--- src/rtl/lcd_key_cmd.sv ---
// Front-panel key to LCD command source: per-key sync/debounce, priority encode,
// one-deep pending slot and a hold/timeout handshake against the controller state.
// Optional auto-repeat of a single held key is enabled by defining KEY_REPEAT_EN.
module lcd_key_cmd #(
  parameter int unsigned DEBOUNCE_CYCLES = 20000,
  parameter int unsigned HOLD_CYCLES     = 16,
  parameter int unsigned TIMEOUT_CYCLES  = 4096,
  parameter logic [3:0]  IDLE_CODE       = 4'b0110,
  parameter int unsigned REPEAT_DELAY    = 500000,
  parameter int unsigned REPEAT_PERIOD   = 100000
) (
  input  logic       clk,
  input  logic       resetn,
  input  logic [6:0] keys,
  input  logic [3:0] lcd_state,
  output logic [2:0] lcdctl,
  output logic       busy,
  output logic       dropped,
  output logic       timeout
);

  localparam int unsigned NK   = 7;
  localparam int unsigned DW   = (DEBOUNCE_CYCLES > 2) ? $clog2(DEBOUNCE_CYCLES) : 1;
  localparam int unsigned TMAX = (TIMEOUT_CYCLES > HOLD_CYCLES) ? TIMEOUT_CYCLES : HOLD_CYCLES;
  localparam int unsigned TW   = (TMAX > 2) ? $clog2(TMAX) : 1;

  if (DEBOUNCE_CYCLES < 1 || HOLD_CYCLES < 1 || TIMEOUT_CYCLES < 1 ||
      REPEAT_DELAY < 1 || REPEAT_PERIOD < 1) begin : g_bad_param
    $error("lcd_key_cmd: cycle count parameters must be at least 1");
  end

  typedef enum logic [1:0] {
    S_IDLE      = 2'd0,
    S_ISSUE     = 2'd1,
    S_HOLD      = 2'd2,
    S_DONE_WAIT = 2'd3
  } state_e;

  logic [NK-1:0] sync1_q, sync2_q;
  logic [NK-1:0] deb_q, deb_d;
  logic [NK-1:0] press_q, press_d;
  logic [DW-1:0] db_cnt_q [NK];
  logic [DW-1:0] db_cnt_d [NK];
  logic [NK-1:0] rep_evt;

  state_e        state_q, state_d;
  logic [2:0]    cmd_q, cmd_d;
  logic [TW-1:0] timer_q, timer_d;
  logic          slot_vld_q, slot_vld_d;
  logic [2:0]    slot_cmd_q, slot_cmd_d;
  logic [2:0]    lcdctl_q, lcdctl_d;
  logic          busy_q, busy_d;
  logic          dropped_q, dropped_d;
  logic          timeout_q, timeout_d;

  logic [NK-1:0] evt;
  logic          evt_any, evt_multi, consume;
  logic [2:0]    evt_cmd;

  // Debounce: level follows the synchroniser only after DEBOUNCE_CYCLES of stable mismatch
  always_comb begin
    deb_d = deb_q;
    for (int i = 0; i < NK; i++) begin
      db_cnt_d[i] = '0;
      if (sync2_q[i] != deb_q[i]) begin
        if (db_cnt_q[i] == DW'(DEBOUNCE_CYCLES - 1)) deb_d[i] = sync2_q[i];
        else db_cnt_d[i] = db_cnt_q[i] + DW'(1);
      end
    end
    press_d = deb_d & ~deb_q;
  end

`ifdef KEY_REPEAT_EN
  localparam int unsigned RMAX = (REPEAT_DELAY > REPEAT_PERIOD) ? REPEAT_DELAY : REPEAT_PERIOD;
  localparam int unsigned RW   = (RMAX > 2) ? $clog2(RMAX) : 1;

  logic [RW-1:0] rep_cnt_q, rep_cnt_d;
  logic          rep_first_q, rep_first_d;
  logic [NK-1:0] rep_evt_q, rep_evt_d;
  logic          one_hot;

  // Repeat timer runs only while one key stays down and the pressed set is unchanged
  always_comb begin
    rep_cnt_d   = '0;
    rep_first_d = 1'b1;
    rep_evt_d   = '0;
    one_hot     = (deb_q != '0) && ((deb_q & (deb_q - NK'(1))) == '0);
    if (one_hot && (deb_d == deb_q)) begin
      rep_first_d = rep_first_q;
      if (rep_cnt_q == (rep_first_q ? RW'(REPEAT_DELAY - 1) : RW'(REPEAT_PERIOD - 1))) begin
        rep_evt_d   = deb_q;
        rep_first_d = 1'b0;
      end else begin
        rep_cnt_d = rep_cnt_q + RW'(1);
      end
    end
  end

  always_ff @(posedge clk or negedge resetn) begin
    if (!resetn) begin
      rep_cnt_q   <= '0;
      rep_first_q <= 1'b1;
      rep_evt_q   <= '0;
    end else begin
      rep_cnt_q   <= rep_cnt_d;
      rep_first_q <= rep_first_d;
      rep_evt_q   <= rep_evt_d;
    end
  end

  assign rep_evt = rep_evt_q;
`else
  assign rep_evt = '0;
`endif

  assign evt = press_q | rep_evt;

  // Lowest key index wins; any other simultaneous event is discarded
  always_comb begin
    evt_cmd   = 3'b000;
    evt_any   = |evt;
    evt_multi = (evt & (evt - NK'(1))) != '0;
    for (int i = NK - 1; i >= 0; i--) begin
      if (evt[i]) evt_cmd = 3'(i + 1);
    end
  end

  assign consume = (state_q == S_IDLE) && slot_vld_q && (lcd_state == IDLE_CODE);

  // Pending slot: a consume in the same cycle frees room for the new event
  always_comb begin
    slot_vld_d = slot_vld_q;
    slot_cmd_d = slot_cmd_q;
    dropped_d  = evt_multi;
    if (consume) slot_vld_d = 1'b0;
    if (evt_any) begin
      if (!slot_vld_q || consume) begin
        slot_vld_d = 1'b1;
        slot_cmd_d = evt_cmd;
      end else begin
        dropped_d = 1'b1;
      end
    end
  end

  // Command handshake FSM; outputs are computed from the next state so they register cleanly
  always_comb begin
    state_d   = state_q;
    cmd_d     = cmd_q;
    timer_d   = timer_q;
    timeout_d = 1'b0;
    unique case (state_q)
      S_IDLE: begin
        if (consume) begin
          cmd_d   = slot_cmd_q;
          timer_d = '0;
          state_d = S_ISSUE;
        end
      end
      S_ISSUE: begin
        if (lcd_state != IDLE_CODE) begin
          timer_d = '0;
          state_d = S_HOLD;
        end else if (timer_q == TW'(TIMEOUT_CYCLES - 1)) begin
          timer_d   = '0;
          timeout_d = 1'b1;
          state_d   = S_IDLE;
        end else begin
          timer_d = timer_q + TW'(1);
        end
      end
      S_HOLD: begin
        if (timer_q == TW'(HOLD_CYCLES - 1)) begin
          timer_d = '0;
          state_d = S_DONE_WAIT;
        end else begin
          timer_d = timer_q + TW'(1);
        end
      end
      S_DONE_WAIT: begin
        if (lcd_state == IDLE_CODE) state_d = S_IDLE;
      end
      default: state_d = S_IDLE;
    endcase
    lcdctl_d = ((state_d == S_ISSUE) || (state_d == S_HOLD)) ? cmd_d : 3'b000;
    busy_d   = (state_d != S_IDLE);
  end

  always_ff @(posedge clk or negedge resetn) begin
    if (!resetn) begin
      sync1_q    <= '0;
      sync2_q    <= '0;
      deb_q      <= '0;
      press_q    <= '0;
      for (int i = 0; i < NK; i++) db_cnt_q[i] <= '0;
      state_q    <= S_IDLE;
      cmd_q      <= 3'b000;
      timer_q    <= '0;
      slot_vld_q <= 1'b0;
      slot_cmd_q <= 3'b000;
      lcdctl_q   <= 3'b000;
      busy_q     <= 1'b0;
      dropped_q  <= 1'b0;
      timeout_q  <= 1'b0;
    end else begin
      sync1_q    <= keys;
      sync2_q    <= sync1_q;
      deb_q      <= deb_d;
      press_q    <= press_d;
      for (int i = 0; i < NK; i++) db_cnt_q[i] <= db_cnt_d[i];
      state_q    <= state_d;
      cmd_q      <= cmd_d;
      timer_q    <= timer_d;
      slot_vld_q <= slot_vld_d;
      slot_cmd_q <= slot_cmd_d;
      lcdctl_q   <= lcdctl_d;
      busy_q     <= busy_d;
      dropped_q  <= dropped_d;
      timeout_q  <= timeout_d;
    end
  end

  assign lcdctl  = lcdctl_q;
  assign busy    = busy_q;
  assign dropped = dropped_q;
  assign timeout = timeout_q;

endmodule
--- config.mk ---
export PLATFORM = sky130hd
export DESIGN_NAME = lcd_key_cmd
export DESIGN_NICKNAME = d
export VERILOG_FILES = /design/src/rtl/lcd_key_cmd.sv
export SDC_FILE = /design/constraint.sdc
export NUM_CORES = 1
export LEC_CHECK = 0
export ABC_CLOCK_PERIOD_IN_PS = 3000
export BUFFER_PORTS_ARGS = -buffer_cell sky130_fd_sc_hd__buf_2
export CAP_MARGIN = 5
export CORE_MARGIN = 1
export CORE_UTILIZATION = 56
export CTS_CLUSTER_DIAMETER = 50
export DETAILED_ROUTE_END_ITERATION = 10
export PLACE_DENSITY = 0.73
export SETUP_SLACK_MARGIN = 0.05
export SLEW_MARGIN = 30
export SYNTH_ARGS = -nofsm -noshare
export SYNTH_HDL_FRONTEND = slang
export SYNTH_SLANG_ARGS = --single-unit
--- constraint.sdc ---
create_clock -name clk -period 3 [get_ports clk]
set_input_delay 0.3 -clock clk [delete_from_list [all_inputs] [get_ports clk]]
set_output_delay 0.3 -clock clk [all_outputs]
set_load 0.02 [all_outputs]
==> metrics.cfg <==
[run_status]
status=finished, final reports clean

[worst_setup_path]
critPathRequiredTime_ns=3.31
rr_worst_depth=7
cp.arrival_ns=2.80
r2r_start=timer_q[0]
r2r_end=lcdctl[2]
slowest_stage=or4_4
cp_common_cell=ha_1
rrSetupSlack_ns=0.51
end_kind=register
critical_path_class=register to register
cpPeakStageDelay_ns=0.59
cp-start-kind=register
cp_num_buf_inv=0
crit_family=simple AND/OR/NAND/NOR gates
crit_chain=ha_1, nand3_2, or4_4, a21o_1, a221oi_1, ha_1, and2_1
cp_max_fo=5

[drt]
viasPerCell=5.78
routed.top_layer=met4
wl_per_cell_um=14.5
vias=5639
wl_met3_um=457
first_pass_iters=5
wl_met2_mm=7.08
drt_iter0_drc=404
drt-met1-wl_mm=6.42
drt_wl_total_mm=14.1
route.detailed.drc=0
ant_nets=0

[pwr]
power_density_nw_per_um2=501
p_leak_nw=3.52
ir_drop_v=0.000407

[yosys]
synth_top_area_share_pct=52.6
syn_avg_cell_area_um2=10.1
synthesis.area_um2=7610
yosysWarningCount=0
synth-edff-count=0
async_flop_share_pct=100
syn_inst=756
synth_nets=783
yosysUniqueCellTypes=57
ys_ff_latch=160
synthTopCellsByArea=dfrtp_1 (53%), xnor2_1 (5.8%), nor2_1 (5.3%)
synth_top_area_cell=dfrtp_1
ys_seq_area_share_pct=52.6
synthFlopType=dfrtp_1

[timing]
period_needed_ns=2.49
rsz0062_at_grt=false
setup_slack_ns=0.510
timing.hold.ws_ns=0.347
skew_ns=0.0123
final_max_slew_viol_count=0
period_share_pct=83.0
final_hold_viol_count=0
finalSetupViolations=0
tightest_slew_ns=0.639
max_slew_margin_pct=57.4
tns_ns=0
clock.fmax_ghz=0.402

[global_routing]
grt_overflow=0
antenna_found_initial=0
track_usage_pct=22.1
grt_pass1_wl_mm=25.0
grt_max_degree=73
grt_pass1_vias=5526

[place]
pre_cts_ws_ns=0.543
dpl_cell_area_um2=7900
gp_congestion=0.916
place.port_buffers=18
dp_hpwl_mm=9.70

[cts]
clk_path_buf_depth=2
worstSkewPairLatency_ns=0.43
cts.clk_slew.worst_paths_ns=0.06
postCtsSetupBuffers=0
cts_tree=built
clockRootBuffer=clkbuf_16
cts_buffers=17
cts_resized=0
h-tree-depth=4
cts.sinks=160

[floorplanning]
num_rows=42
die-area_um2=14100
die_x_um=119
start_util_pct=57.5
fp.dieH_um=119
ios=19
coreArea_um2=13200

[flow_run]
max_cap_violations=0

[min_path]
hp-class=register to register
whs_path_depth=0
hp-start=sync1_q[2]
worstHoldEndpoint=sync2_q[2]

[cells_and_area]
finalCoreUtilization_pct=64.2
design_area_um2=8500
final_common_cell=dfrtp_1
syn_to_final_growth_pct=11.6
final_nets=815
diodes=0
final_cell_mix=dfrtp_1 (160), nor2_1 (107), xnor2_1 (50), nand2_1 (46), nand4_1 (46)
layout-drive-gt1-share_pct=7.75
fill_cells=1094

## cells in the mapped netlist (2+ instances only)
cell,instances
a211oi_1,2
a21boi_0,2
a21oi_1,24
a221o_1,2
a31oi_1,5
and2_1,5
and3_1,9
and4_1,7
buf_1,6
clkbuf_1,9
dfrtp_1,160
ha_1,14
inv_1,20
mux2_2,9
nand2_1,46
nand2b_1,11
nand3_1,42
nand4_1,46
nor2_1,107
nor3_1,23
nor3b_1,7
nor4_1,24
nor4b_1,6
o2111ai_1,2
o211ai_1,2
o21a_1,2
o21ai_0,25
o22a_1,3
o22ai_1,3
o31a_1,2
or3_1,22
or4_1,2
xnor2_1,50
xor2_1,34
## how the worst max path moves through the flow
stage,from,end,depth (start not counted)
6_report,timer_q[0],lcdctl[2],7
5_1_grt,timer_q[0],lcdctl[2],7
3_3_place_gp,timer_q[0],lcdctl[1],7
4_1_cts,timer_q[0],lcdctl[2],7
2_1_floorplan,timer_q[0],lcdctl[0],7
3_5_place_dp,timer_q[0],lcdctl[2],7
## cells by family after synthesis
logic type      Yosys count  synth area share, %
simple gates            366                 25.1
flops                   160                 52.6
compound gates           85                 6.99
xor+xnor                 84                 9.67
buf+inv                  36                 1.79
fa+ha+maj                15                 2.43
mux                      10                 1.46
## layout make-up
type / instances / area (µm²) / area share, %
Inverter: 20 / 75.1 / 0.884
Clock buffer: 22 / 454 / 5.35
Clock inverter: 9 / 61.3 / 0.722
Sequential cell: 160 / 4000 / 47.1
Timing Repair Buffer: 29 / 211 / 2.49
Multi-Input combinational cell: 560 / 3470 / 40.8
Tap cell: 176 / 220 / 2.59
## registers in the layout (all words and copies together), names as in the netlist
| signal | cells |
|---|---|
| state_q | 2 |
| sync2_q | 7 |
| cmd_q | 3 |
| evt | 7 |
| timeout | 1 |
| slot_vld_q | 1 |
| dropped | 1 |
| timer_q | 12 |
| slot_cmd_q | 3 |
| db_cnt_q | 105 |
| deb_q | 7 |
| sync1_q | 7 |
| busy | 1 |
| lcdctl | 3 |
## repair_timing
action	CTS	global route
setup endpoints to repair	0	0
endpoints found under the hold margin	77	0
hold buffers	8	0
## power breakdown
part,switching (mW),leakage [nW],total [mW],internal [mW]
Sequential,0.0305,2.19,2.22,2.19
Clock,0.823,0.251,1.90,1.07
Combinational,0.0942,1.08,0.142,0.0475
Total,0.948,3.52,4.26,3.31
## metal layers
layer,global-route usage (%),vias to the layer above
met4,8.86,0
met1,28.5,2757
met2,36.3,97
met3,4.63,14
li1,-,2771
met5,0,-
## metrics by stage
| stage | std cells | total power, mW |
|---|---|---|
| 2_1_floorplan | 756 | 2.32 |
| 3_3_place_gp | 937 | 2.39 |
| 3_5_place_dp | 937 | 2.40 |
| 4_1_cts | 976 | 4.32 |
| 5_1_grt | 976 | 4.41 |
| 6_report | 976 | 4.26 |
Note: power is estimated with default switching activity, not from simulation.
